**config.mk**
```make
export PLATFORM = sky130hd
export DESIGN_NAME = in_trans
export DESIGN_NICKNAME = d
export VERILOG_FILES = /design/src/rtl/in_trans_pkg.sv /design/src/rtl/in_trans_trans_counter.sv /design/src/rtl/in_trans.sv
export SDC_FILE = /design/constraint.sdc
export NUM_CORES = 1
export LEC_CHECK = 0
export ABC_AREA = 1
export CAP_MARGIN = 20
export CORE_MARGIN = 4
export CORE_UTILIZATION = 40
export CTS_CLUSTER_DIAMETER = 50
export CTS_CLUSTER_SIZE = 10
export DETAILED_ROUTE_END_ITERATION = 8
export PLACE_DENSITY_LB_ADDON = 0.12
export SLEW_MARGIN = 20
export SYNTH_ARGS = -nofsm -noshare
export SYNTH_HDL_FRONTEND = slang
export SYNTH_SLANG_ARGS = --single-unit
```
**constraint.sdc**
```tcl
create_clock -name clock -period 2.09 [get_ports clock]
set_clock_uncertainty 0.15 [all_clocks]
set_input_delay 0.3135 -clock clock [delete_from_list [all_inputs] [get_ports clock]]
set_output_delay 0.3135 -clock clock [all_outputs]
set_load 0.005 [all_outputs]
```
**src/rtl/in_trans_pkg.sv**
```systemverilog
// Shared USB transaction package: IN/OUT FSM states, retry and timeout limits.
// Imported by the IN/OUT transaction FSMs and their counters.
package in_trans_pkg;

    typedef enum logic [2:0] {
        IDLE,
        WAIT_SEND_IN,
        WAIT_RESPONSE,
        WAIT_SEND_NAK,
        WAIT_SEND_ACK
    } in_state_e;

    localparam int CLK_CNT_W   = 8;
    localparam int RETRY_CNT_W = 4;

    localparam int IN_TIMEOUT_CYCLES = 255;
    localparam int IN_MAX_RETRIES    = 8;

    localparam int OUT_TIMEOUT_CYCLES = 255;
    localparam int OUT_MAX_RETRIES    = 8;

endpackage

```
**src/rtl/in_trans_trans_counter.sv**
```systemverilog
// Generic clear/increment counter used for the clock, timeout and corrupt counts.
// Clear wins over increment; optional saturation at all-ones.
module trans_counter
    import in_trans_pkg::*;
#(
    parameter int WIDTH    = CLK_CNT_W,
    parameter bit SATURATE = 1'b0
) (
    input  logic             clock,
    input  logic             reset_n,
    input  logic             clr,
    input  logic             inc,
    output logic [WIDTH-1:0] count
);

    logic [WIDTH-1:0] cnt_q;
    logic [WIDTH-1:0] cnt_d;
    logic             at_max;

    always_comb begin
        at_max = &cnt_q;
        cnt_d  = cnt_q;
        if (clr) begin
            cnt_d = '0;
        end else if (inc && !(SATURATE && at_max)) begin
            cnt_d = cnt_q + 1'b1;
        end
    end

    always_ff @(posedge clock or negedge reset_n) begin
        if (!reset_n) begin
            cnt_q <= '0;
        end else begin
            cnt_q <= cnt_d;
        end
    end

    assign count = cnt_q;

endmodule

```
**src/rtl/in_trans.sv**
```systemverilog
// USB IN transaction FSM: sends IN, waits for DATA0, ACKs or NAKs with retries.
// Mealy outputs are forced low while reset_n is asserted.
module in_trans
    import in_trans_pkg::*;
#(
    parameter int TIMEOUT_CYCLES = IN_TIMEOUT_CYCLES,
    parameter int MAX_RETRIES    = IN_MAX_RETRIES
) (
    input  logic clock,
    input  logic reset_n,
    input  logic start,
    output logic sending,
    output logic done,
    output logic success,
    output logic failure,
    input  logic sent,
    output logic send_IN,
    output logic send_ACK,
    output logic send_NAK,
    input  logic rec_start,
    input  logic rec_DATA0,
    input  logic rec_corrupt
);

    localparam logic [CLK_CNT_W-1:0]   TO_LIMIT    = CLK_CNT_W'(TIMEOUT_CYCLES);
    localparam logic [RETRY_CNT_W-1:0] RETRY_LIMIT = RETRY_CNT_W'(MAX_RETRIES);

    in_state_e state_q;
    in_state_e state_d;

    logic [CLK_CNT_W-1:0]   clk_cnt;
    logic [RETRY_CNT_W-1:0] to_cnt;
    logic [RETRY_CNT_W-1:0] corrupt_cnt;

    logic clk_clr;
    logic retry_clr;
    logic to_inc;
    logic cor_inc;
    logic retry_hit;
    logic timeout_hit;

    assign retry_hit   = (to_cnt == RETRY_LIMIT) || (corrupt_cnt == RETRY_LIMIT);
    assign timeout_hit = (clk_cnt == TO_LIMIT);

    always_ff @(posedge clock or negedge reset_n) begin
        if (!reset_n) begin
            state_q <= IDLE;
        end else begin
            state_q <= state_d;
        end
    end

    always_comb begin
        state_d = state_q;
        unique case (state_q)
            IDLE: begin
                if (start) state_d = WAIT_SEND_IN;
            end
            WAIT_SEND_IN: begin
                if (sent) state_d = WAIT_RESPONSE;
            end
            WAIT_RESPONSE: begin
                if (rec_start)        state_d = WAIT_RESPONSE;
                else if (retry_hit)   state_d = IDLE;
                else if (rec_DATA0)   state_d = WAIT_SEND_ACK;
                else if (rec_corrupt) state_d = WAIT_SEND_NAK;
                else if (timeout_hit) state_d = WAIT_SEND_NAK;
            end
            WAIT_SEND_NAK: begin
                if (sent) state_d = WAIT_RESPONSE;
            end
            WAIT_SEND_ACK: begin
                if (sent) state_d = IDLE;
            end
            default: state_d = IDLE;
        endcase
    end

    // Counter controls follow the same priority as the WAIT_RESPONSE transitions.
    always_comb begin
        clk_clr   = 1'b0;
        retry_clr = 1'b0;
        to_inc    = 1'b0;
        cor_inc   = 1'b0;
        unique case (state_q)
            WAIT_SEND_IN: begin
                clk_clr   = sent;
                retry_clr = sent;
            end
            WAIT_RESPONSE: begin
                if (rec_start) begin
                    clk_clr = 1'b1;
                end else if (!retry_hit && !rec_DATA0) begin
                    cor_inc = rec_corrupt;
                    to_inc  = !rec_corrupt && timeout_hit;
                end
            end
            WAIT_SEND_NAK: begin
                clk_clr = sent;
            end
            default: ;
        endcase
    end

    always_comb begin
        sending  = 1'b0;
        done     = 1'b0;
        success  = 1'b0;
        failure  = 1'b0;
        send_IN  = 1'b0;
        send_ACK = 1'b0;
        send_NAK = 1'b0;
        if (reset_n) begin
            unique case (state_q)
                IDLE: begin
                    send_IN = start;
                end
                WAIT_SEND_IN: begin
                    sending = !sent;
                end
                WAIT_RESPONSE: begin
                    if (!rec_start) begin
                        if (retry_hit) begin
                            done    = 1'b1;
                            failure = 1'b1;
                        end else if (rec_DATA0) begin
                            send_ACK = 1'b1;
                        end else if (rec_corrupt || timeout_hit) begin
                            send_NAK = 1'b1;
                        end
                    end
                end
                WAIT_SEND_NAK: begin
                    sending = !sent;
                end
                WAIT_SEND_ACK: begin
                    sending = !sent;
                    done    = sent;
                    success = sent;
                end
                default: ;
            endcase
        end
    end

    trans_counter #(
        .WIDTH    (CLK_CNT_W),
        .SATURATE (1'b0)
    ) u_clk_cnt (
        .clock   (clock),
        .reset_n (reset_n),
        .clr     (clk_clr),
        .inc     (1'b1),
        .count   (clk_cnt)
    );

    trans_counter #(
        .WIDTH    (RETRY_CNT_W),
        .SATURATE (1'b1)
    ) u_to_cnt (
        .clock   (clock),
        .reset_n (reset_n),
        .clr     (retry_clr),
        .inc     (to_inc),
        .count   (to_cnt)
    );

    trans_counter #(
        .WIDTH    (RETRY_CNT_W),
        .SATURATE (1'b1)
    ) u_corrupt_cnt (
        .clock   (clock),
        .reset_n (reset_n),
        .clr     (retry_clr),
        .inc     (cor_inc),
        .count   (corrupt_cnt)
    );

endmodule

```
==> results of run 1 <==
[per-stage QoR]
step | utilization [%] | TNS (ns)
final | 58.5 | 0
after floorplan | - | 0
after global placement | 54.4 | -0.297
after detailed placement | 54.4 | -0.425
after CTS | 57.4 | -0.0264
after global routing | 58.5 | -0.00444
[path summary, 6_finish.rpt]
path / startpoint / endpoint / slack, ns / cells past startpoint
worst max-delay path: state_q[1]$_DFFE_PN0P_ / send_NAK / 0.12 / 6
worst min-delay path: u_clk_cnt.count[0]$_DFF_PN0_ / u_clk_cnt.count[0]$_DFF_PN0_ / 0.38 / 2
worst max register to register: u_corrupt_cnt.count[0]$_DFFE_PN0P_ / u_corrupt_cnt.count[2]$_DFFE_PN0P_ / 0.45 / 9
worst min register to register: u_clk_cnt.count[0]$_DFF_PN0_ / u_clk_cnt.count[0]$_DFF_PN0_ / 0.38 / 2
max in group asynchronous: reset_n / u_corrupt_cnt.count[3]$_DFFE_PN0P_ / 1.09 / 3
min in group asynchronous: reset_n / state_q[1]$_DFFE_PN0P_ / 0.48 / 3
[cells by family (layout without fill, tap and decap cells)]
family,count (synthesis),count (layout)
adders and majority gates,5,5
buffers and inverters,24,69
xor gates and xnor gates,5,5
AOI/OAI and AO/OA,9,9
DFF,19,19
and+or+nand+nor,94,94
[what timing repair did]
item	in CTS	in global routing
gates resized for setup	16	18
hold endpoints to repair	9	0
cloned	0	0
setup buffers	4	1
hold buffers	2	0
pin swaps	1	7
setup endpoints to repair	7	4
[placed cells by master, fill, tap and decap left out]
cell	instances
a21oi_1	3
dlygate4sd2_1	4
clkinv_2	1
dlygate4sd3_1	2
nand2_4	2
a21oi_2	2
nor4_1	1
nand3_4	1
clkbuf_2	2
o22ai_2	1
nand3_2	5
clkdlybuf4s50_1	5
nor2_4	2
inv_2	6
ha_2	1
nor2_1	16
xor2_1	2
nor3b_1	2
nor3_1	2
xnor2_1	3
o21bai_1	2
nor2_2	4
o21ai_0	1
nor3_2	1
nand3_1	19
nand2_1	28
buf_4	28
ha_4	1
ha_1	3
clkbuf_4	3
inv_1	16
dfrtp_1	19
buf_2	2
nand4_1	9
nand2_2	2
[report_power, final]
group	switching, mW	internal [mW]	leakage (nW)
combinational	0.378	0.321	0.586
sequential	0.0462	0.444	0.256
clock	0.123	0.0713	0.0177
[state kept, by name, indices dropped and copies added (netlist names)]
register / flops
u_corrupt_cnt.count: 4
state_q: 3
u_to_cnt.count: 4
u_clk_cnt.count: 8
[routing by layer]
layer	vias up	part of all wire, %
met1	533	46
met5	-	0
met3	2	1.6
met4	0	0.71
li1	606	-
met2	9	52
[area by class of cell]
cell class                 count  area share [%]
sequential                    19            28.7
clock inverter                 1           0.303
clock buffer                   3            1.36
timing repair buffer          43            20.3
multi-input combinational    113            42.0
tap                           31            2.34
inverter                      22            4.99
[worst reg2reg max path: stages (launching register included)]
cell	delay (ns)
dfrtp_1	0.41
buf_4	0.14
buf_4	0.13
ha_1	0.21
nand3_1	0.09
nand2_1	0.05
inv_1	0.17
nand2_4	0.09
nand3_1	0.07
nand2_1	0.05
==> flow_metrics.env, run 1 <==
export IMPL_run_status="completed"
export IMPL_use_met3_pct=2.66
export IMPL_finalCritPeriodShare_pct=94.4
export IMPL_timing_slew_headroom_pct=74.7
export IMPL_clk_path_buf_depth=2
export IMPL_drt_iter0_markers=44
export IMPL_hold_viol=0
export IMPL_detail_route_wl_per_cell_um=12.2
export IMPL_synthesis_nets=168
export IMPL_synth_largest_area_cell="dfrtp_1"
export IMPL_nets=214
export IMPL_crit_required_ns=1.63
export IMPL_grt_first_pass_wirelength_um=5000
export IMPL_io_pins=14
export IMPL_seq_area_sq_um=475
export IMPL_overflow=0
export IMPL_powerDensity_nw_per_um2=836
export IMPL_routed_wl_um=2830
export IMPL_place_area_sq_um=1540
export IMPL_yosysSeqAreaShare_pct=39.2
export IMPL_cpMostUsedCell="nand3_2"
export IMPL_synth_area_per_cell_sq_um=7.78
export IMPL_grt_max_degree=17
export IMPL_numClockSinks=19
export IMPL_grtUsageTotal_pct=15.6
export IMPL_max_freq_mhz=507
export IMPL_core_region_area_sq_um=2830
export IMPL_grt_busiest_layer="met2"
export IMPL_antenna_left=0
export IMPL_cp_max_fo=3
export IMPL_port_buffers=13
export IMPL_first_global_vias=1173
export IMPL_cts_tree="yes"
export IMPL_arrival_ns=1.51
export IMPL_synth_top_family_by_area="simple AND/OR/NAND/NOR gates"
export IMPL_numCtsBuffers=3
export IMPL_grt_use_met1_pct=18.4
export IMPL_cp_top_family="simple AND/OR/NAND/NOR gates"
export IMPL_area_delta_synth_final_pct=36.3
export IMPL_dieArea_sq_um=3980
export IMPL_drcViolationCount=0
export IMPL_synth_commonest_cells="nand2_1, nand3_1, dfrtp_1, inv_1, nor2_1"
export IMPL_clk_pin_slew_ns=0.12
export IMPL_synth_xor_xnor_area_share_pct=3.61
export IMPL_cp_end_kind="output port"
export IMPL_synth_top_area_share_pct=39.2
export IMPL_dr_pass1_iters=4
export IMPL_synth_mux_area_share_pct=0
export IMPL_synth_compound_area_share_pct=4.74
export IMPL_start_util_pct=42.9
export IMPL_die_width_um=63.1
export IMPL_die_h_um=63.1
export IMPL_synth_edf_count=0
export IMPL_synth_warning_count=0
export IMPL_cp_slowest_cell="dfrtp_1"
export IMPL_cp_slowest_stage_delay_ns=0.39
export IMPL_report_final_slew_viol_count=0
export IMPL_antenna_found_initial=0
export IMPL_whs_ns=0.382
export IMPL_final_cell_area_sq_um=1650
export IMPL_setup_viol=0
export IMPL_post_synth_fa_ha_maj_area_fraction_pct=5.15
export IMPL_cp_num_buf_inv=2
export IMPL_final_min_clock_period_ns=1.97
export IMPL_synthSimpleGateAreaFrac_pct=39.2
export IMPL_synthArstFlopShare_pct=100
export IMPL_worst_pin_slew_ns=0.379
export IMPL_cts_root_buffer="clkbuf_4"
export IMPL_ys_types=25
export IMPL_drive_gt1_share_pct=31.8
export IMPL_final_cells=232
export IMPL_dp_hpwl_um=2190
export IMPL_gp_congestion=0.865
export IMPL_synth_cells=156
export IMPL_drt_vias_per_instance=4.96
export IMPL_finalPower_mw=1.38
export IMPL_ys_flop_type="dfrtp_1"
export IMPL_dp_cells=221
export IMPL_hold_path_class="register to register"
export IMPL_multi_input_area_sq_um=694
export IMPL_crit_type="register to output port"
export IMPL_fin_ws_ns=0.117
export IMPL_num_vias=1150
export IMPL_rows=19
export IMPL_crit_chain="buf_4 > nand3_2 > nor2_2 > nand3_2 > nor3_2 > buf_2"
export IMPL_maxCapViolations=0
export IMPL_nFillCells=266
export IMPL_synth_area_leaders="dfrtp_1, nand3_1, nand2_1, inv_1, nor2_1"
export IMPL_start_kind="register"
export IMPL_diodes=0
export IMPL_met2_usage_pct=28.3
export IMPL_yosysMostFrequentCell="nand2_1"
export IMPL_synth_area_sq_um=1210
export IMPL_place_ws_ns=-0.109
export IMPL_htreeDepth=1
export IMPL_insertion_delay_ns=0.30
export IMPL_max_vdd_ir_drop_uv=451
export IMPL_p_leak_nw=0.859
export IMPL_ys_ff_latch=19
No activity file was read; power rests on OpenSTA's default activity.
==> inputs of run 2 (changes only) <==
Settings changed: HOLD_SLACK_MARGIN set to 0.02, SYNTH_HIERARCHICAL set to 1.
==> flow_metrics.env, run 2 <==
export IMPL_hold_path_class="input port to async pin"
export IMPL_drive_gt1_share_pct=26.9
export IMPL_ys_ff_latch=19
export IMPL_antenna_left=0
export IMPL_synth_commonest_cells="nand2_1, inv_1, nor2_1"
export IMPL_crit_required_ns=1.63
export IMPL_finalCritPeriodShare_pct=98.0
export IMPL_critical_path_startpoint="state_q[0]$_DFFE_PN0P_"
export IMPL_htreeDepth=1
export IMPL_synth_cells=189
export IMPL_num_vias=1320
export IMPL_cp_slowest_cell="dfrtp_2"
export IMPL_drt_iter0_markers=79
export IMPL_io_pins=14
export IMPL_yosysMostFrequentCell="nand2_1"
export IMPL_place_area_sq_um=1670
export IMPL_die_width_um=65.4
export IMPL_die_h_um=65.4
export IMPL_crit_type="register to output port"
export IMPL_run_status="completed"
export IMPL_final_cell_mix="nand2_1, buf_4, inv_1"
export IMPL_reg2reg_from="state_q[0]$_DFFE_PN0P_"
export IMPL_synth_area_leaders="dfrtp_1, nand2_1, inv_1, nor2_1, nand3_1"
export IMPL_rsz0062_at_grt="true"
export IMPL_cp_max_fo=3
export IMPL_dr_pass1_iters=4
export IMPL_finalPower_mw=1.44
export IMPL_combPwrFrac_pct=52.3
export IMPL_r2r_setup_slack_ns=0.32
export IMPL_ys_types=24
export IMPL_drt_vias_per_instance=4.68
export IMPL_max_freq_mhz=488
export IMPL_synth_area_sq_um=1320
export IMPL_dp_hpwl_um=2230
export IMPL_post_route_util_pct=57.2
export IMPL_p_seq_share_pct=34.7
export IMPL_first_global_vias=1286
export IMPL_final_min_clock_period_ns=2.05
export IMPL_setup_tns_ns=0
export IMPL_largest_register_ffs=8
export IMPL_clk_pin_slew_ns=0.11
export IMPL_r2r_cells=10
export IMPL_gp_congestion=0.783
export IMPL_switchingPower_mw=0.582
export IMPL_antenna_found_initial=0
export IMPL_overflow=0
export IMPL_yosysSeqAreaShare_pct=36.1
export IMPL_grtUsageTotal_pct=15.4
export IMPL_port_buffers=13
export IMPL_whs_ns=0.238
export IMPL_multi_input_area_sq_um=748
export IMPL_hold_viol=0
export IMPL_ys_flop_type="dfrtp_1"
export IMPL_rows=20
export IMPL_final_common_cell="nand2_1"
export IMPL_detail_route_wl_per_cell_um=10.5
export IMPL_crit_chain="nor3_4 > buf_4 > nand2_4 > nor2_4 > inv_2 > nor3_2 > buf_2"
export IMPL_grt_first_pass_wirelength_um=5290
export IMPL_drcViolationCount=0
export IMPL_netSwitchingFraction_pct=40.4
export IMPL_synth_largest_area_cell="dfrtp_1"
export IMPL_numCtsBuffers=3
export IMPL_clk_path_buf_depth=2
export IMPL_synth_edf_count=0
export IMPL_synthArstFlopShare_pct=100
export IMPL_dieArea_sq_um=4280
export IMPL_setup_viol=0
export IMPL_synth_top_area_share_pct=36.1
export IMPL_numClockSinks=19
export IMPL_grt_max_degree=16
export IMPL_insertion_delay_ns=0.29
export IMPL_diodes=0
export IMPL_nets=249
export IMPL_start_util_pct=42.5
export IMPL_internal_power_mw=0.857
export IMPL_powerDensity_nw_per_um2=811
export IMPL_cp_slowest_stage_delay_ns=0.45
export IMPL_seq_area_sq_um=478
export IMPL_maxCapViolations=0
export IMPL_p_clk_share_pct=13.0
export IMPL_report_final_slew_viol_count=0
export IMPL_cp_end_kind="output port"
export IMPL_start_kind="register"
export IMPL_nFillCells=317
export IMPL_cts_root_buffer="clkbuf_4"
export IMPL_routed_wl_um=2950
export IMPL_max_vdd_ir_drop_uv=457
export IMPL_area_delta_synth_final_pct=34.6
export IMPL_synth_warning_count=6
export IMPL_p_leak_nw=0.934
export IMPL_core_region_area_sq_um=3100
export IMPL_arrival_ns=1.58
export IMPL_cts_tree="yes"
export IMPL_synth_area_per_cell_sq_um=6.98
export IMPL_final_cell_area_sq_um=1780
## run 2: cell types whose count changed in the layout (fill, tap and decap cells not counted), sizes merged, moves of 4 or more
cell   before  now
conb        0    5
inv        22   31
nand2      32   48
nand3      25   21
nor2       22   31
o21ai       1    7
## run 2: critical path, delay by kind of cell (launching register included)
kind / cells / cell delay [ns]
buf+inv: 3 / 0.33
flops: 1 / 0.45
simple gates: 4 / 0.52
## run 2: layout make-up
class	instances	area share [%]
inverter	31	6.98
clock buffer	4	1.48
tap	44	3.10
sequential	19	26.9
timing repair buffer	43	19.4
multi-input combinational	141	42.1
## run 2: worst paths after layout
path	endpoint
setup / recovery	send_NAK
hold / removal	u_corrupt_cnt/count[3]$_DFFE_PN0P_
setup reg to reg	u_to_cnt/count[0]$_DFFE_PN0P_
hold reg to reg	u_clk_cnt/count[7]$_DFFE_PN0P_
max in group asynchronous	state_q[0]$_DFFE_PN0P_
min in group clock	u_clk_cnt/count[7]$_DFFE_PN0P_
## run 2: logic make-up after synthesis
logic type	count (synthesis)	synth area share, %
fa+ha+maj	3	2.85
xor+xnor	2	1.33
other cells	1	0.284
compound gates	15	6.26
flops	19	36.1
simple gates	116	42.7
buf+inv	33	10.5
## run 2: metrics by stage
| stage | cells | setup WS [ns] |
|---|---|---|
| floorplan | 193 | 0.388 |
| global placement | 270 | -0.183 |
| detailed placement | 270 | -0.205 |
| CTS | 282 | -0.0138 |
| global route | 282 | -0.0716 |
| finish | 282 | 0.0426 |
## run 2: metal layers
| layer | part of all wire (%) | GRT usage, % | wire length [um] | vias up |
|---|---|---|---|---|
| met5 | 0 | 0 | 0 | - |
| met4 | 1.2 | 5.96 | 34 | 0 |
| met3 | 4.9 | 3.08 | 144 | 4 |
| met2 | 48 | 26.8 | 1420 | 26 |
| met1 | 46 | 18.6 | 1350 | 590 |
| li1 | - | - | - | 700 |
## run 2: repair_timing
item / 4_1_cts / 5_1_grt
endpoints found under the setup margin: 7 / 5
gates cloned: 0 / 0
setup buffers: 8 / 0
gates resized for setup: 18 / 10
pin swaps: 2 / 4
hold buffers: 0 / 0
## run 2: power by group through the flow
stage | Sequential (mW) | Combinational (mW) | Clock (mW)
after floorplan | 0.510 | 0.411 | 0
after global placement | 0.509 | 0.622 | 0
after global routing | 0.513 | 0.843 | 0.222
final | 0.500 | 0.752 | 0.187
after detailed placement | 0.512 | 0.627 | 0
after CTS | 0.499 | 0.729 | 0.203
==> inputs of run 3 (changes only) <==
Settings changed: SKIP_CTS_REPAIR_TIMING set to 1.
==> flow_metrics.env, run 3 (same netlist as run 2, synthesis figures left out) <==
export IMPL_run_status="complete, but fails checks"
export IMPL_failed_checks="setup timing"
export IMPL_hold_viol=0
export IMPL_powerDensity_nw_per_um2=811
export IMPL_cts_tree="yes"
export IMPL_die_width_um=65.4
export IMPL_netSwitchingFraction_pct=40.7
export IMPL_final_min_clock_period_ns=2.14
export IMPL_maxCapViolations=0
export IMPL_antenna_left=0
export IMPL_htreeDepth=1
export IMPL_worstSetupEndpoint="send_NAK"
export IMPL_finalPower_mw=1.43
export IMPL_clk_path_buf_depth=2
export IMPL_p_seq_share_pct=35.6
export IMPL_num_vias=1329
export IMPL_hold_path_class="input port to async pin"
export IMPL_rsz0062_at_grt="true"
export IMPL_r2r_setup_slack_ns=0.16
export IMPL_numCtsBuffers=3
export IMPL_detail_route_wl_per_cell_um=10.6
export IMPL_max_vdd_ir_drop_uv=438
export IMPL_cp_end_kind="output port"
export IMPL_crit_type="register to output port"
export IMPL_crit_chain="buf_6 > inv_4 > nor3_4 > buf_4 > nand2_2 > nor2_4 > inv_2 > nor3_2 > buf_2"
export IMPL_dp_hpwl_um=2230
export IMPL_diodes=0
export IMPL_overflow=0
export IMPL_numClockSinks=19
export IMPL_setup_tns_ns=-0.0534
export IMPL_clk_pin_slew_ns=0.11
export IMPL_internal_power_mw=0.850
export IMPL_largest_register_ffs=8
export IMPL_reg2reg_from="state_q[1]$_DFFE_PN0P_"
export IMPL_r2r_cells=14
export IMPL_core_region_area_sq_um=3100
export IMPL_dieArea_sq_um=4280
export IMPL_rows=20
export IMPL_grtUsageTotal_pct=14.6
export IMPL_antenna_found_initial=0
export IMPL_gp_congestion=0.783
export IMPL_nFillCells=327
export IMPL_final_cell_mix="nand2_1, inv_1, buf_4"
export IMPL_cp_slowest_stage_delay_ns=0.44
export IMPL_start_kind="register"
export IMPL_io_pins=14
export IMPL_area_delta_synth_final_pct=34.0
export IMPL_setup_viol=1
export IMPL_report_final_slew_viol_count=0
export IMPL_crit_required_ns=1.63
export IMPL_r2r_end="u_corrupt_cnt/count[0]$_DFFE_PN0P_"
export IMPL_grt_max_degree=16
export IMPL_switchingPower_mw=0.584
export IMPL_grt_first_pass_wirelength_um=5020
export IMPL_cp_slowest_cell="dfrtp_1"
export IMPL_drive_gt1_share_pct=26.4
export IMPL_combPwrFrac_pct=51.4
export IMPL_p_leak_nw=0.969
export IMPL_first_global_vias=1213
export IMPL_dr_pass1_iters=4
export IMPL_drt_vias_per_instance=4.76
export IMPL_fin_ws_ns=-0.0534
export IMPL_final_common_cell="nand2_1"
export IMPL_cp_max_fo=4
export IMPL_drt_iter0_markers=67
export IMPL_max_freq_mhz=467
export IMPL_start_util_pct=42.5
export IMPL_dp_cells=270
export IMPL_p_clk_share_pct=13.0
export IMPL_place_ws_ns=-0.205
export IMPL_final_cells=279
export IMPL_nets=246
export IMPL_insertion_delay_ns=0.30
export IMPL_drcViolationCount=0
export IMPL_die_h_um=65.4
export IMPL_routed_wl_um=2970
export IMPL_critical_path_startpoint="state_q[1]$_DFFE_PN0P_"
export IMPL_finalCritPeriodShare_pct=103
export IMPL_port_buffers=13
export IMPL_arrival_ns=1.68
export IMPL_cts_root_buffer="clkbuf_4"
[run 3: cell types whose count changed in the layout (fill, tap and decap cells not counted)]
cell	before	now
buf_4	28	25
clkdlybuf4s15_1	1	0
dlygate4sd2_1	3	0
dlymetal6s2s_1	0	4
inv_2	5	4
inv_4	0	1
nand2_2	3	4
nand2_4	1	0
nor2_1	23	22
nor2_2	4	5
[run 3: worst min path at each step]
stage | end | cells past startpoint
6_report | u_corrupt_cnt/count[2]$_DFFE_PN0P_ | 2
5_1_grt | u_corrupt_cnt/count[0]$_DFFE_PN0P_ | 2
4_1_cts | u_corrupt_cnt/count[3]$_DFFE_PN0P_ | 2
3_5_place_dp | state_q[1]$_DFFE_PN0P_ | 2
3_3_place_gp | u_clk_cnt/count[7]$_DFFE_PN0P_ | 2
2_1_floorplan | state_q[0]$_DFFE_PN0P_ | 0
[run 3: per-layer routing]
metal	vias up	global-route usage, %	wire (um)
li1	695	-	-
met1	593	18.2	1330
met2	36	25.3	1460
met3	5	2.91	152
met4	0	4.66	36
met5	-	0	0
[run 3: worst max-delay path: cells and delay by family, from the launching register on]
family / cells / cell delay (ns)
buffers and inverters: 5 / 0.48
and+or+nand+nor: 4 / 0.46
DFF: 1 / 0.44
[run 3: metrics by stage]
stage	hold WS, ns	utilization, %	cell area [sq um]
finish	0.237	56.9	1770
detailed placement	0.394	53.8	1670
floorplan	-0.132	-	1330
CTS	0.223	54.6	1700
global route	0.223	56.9	1770
global placement	0.379	53.8	1670
[run 3: power groups by stage]
stage	Combinational, mW	Clock, mW	Sequential (mW)
finish	0.737	0.186	0.510
global route	0.823	0.222	0.524
detailed placement	0.627	0	0.512
CTS	0.629	0.203	0.504
floorplan	0.411	0	0.510
global placement	0.622	0	0.509
[run 3: cell type report]
cell class | instances | area (sq um) | share of cell area (%)
clock buffers | 4 | 26.3 | 1.49
flip-flops and latches | 19 | 478 | 27.1
inverters | 31 | 126 | 7.15
repair buffers | 40 | 335 | 19.0
multi-input cells | 141 | 746 | 42.2
well taps | 44 | 55.1 | 3.12
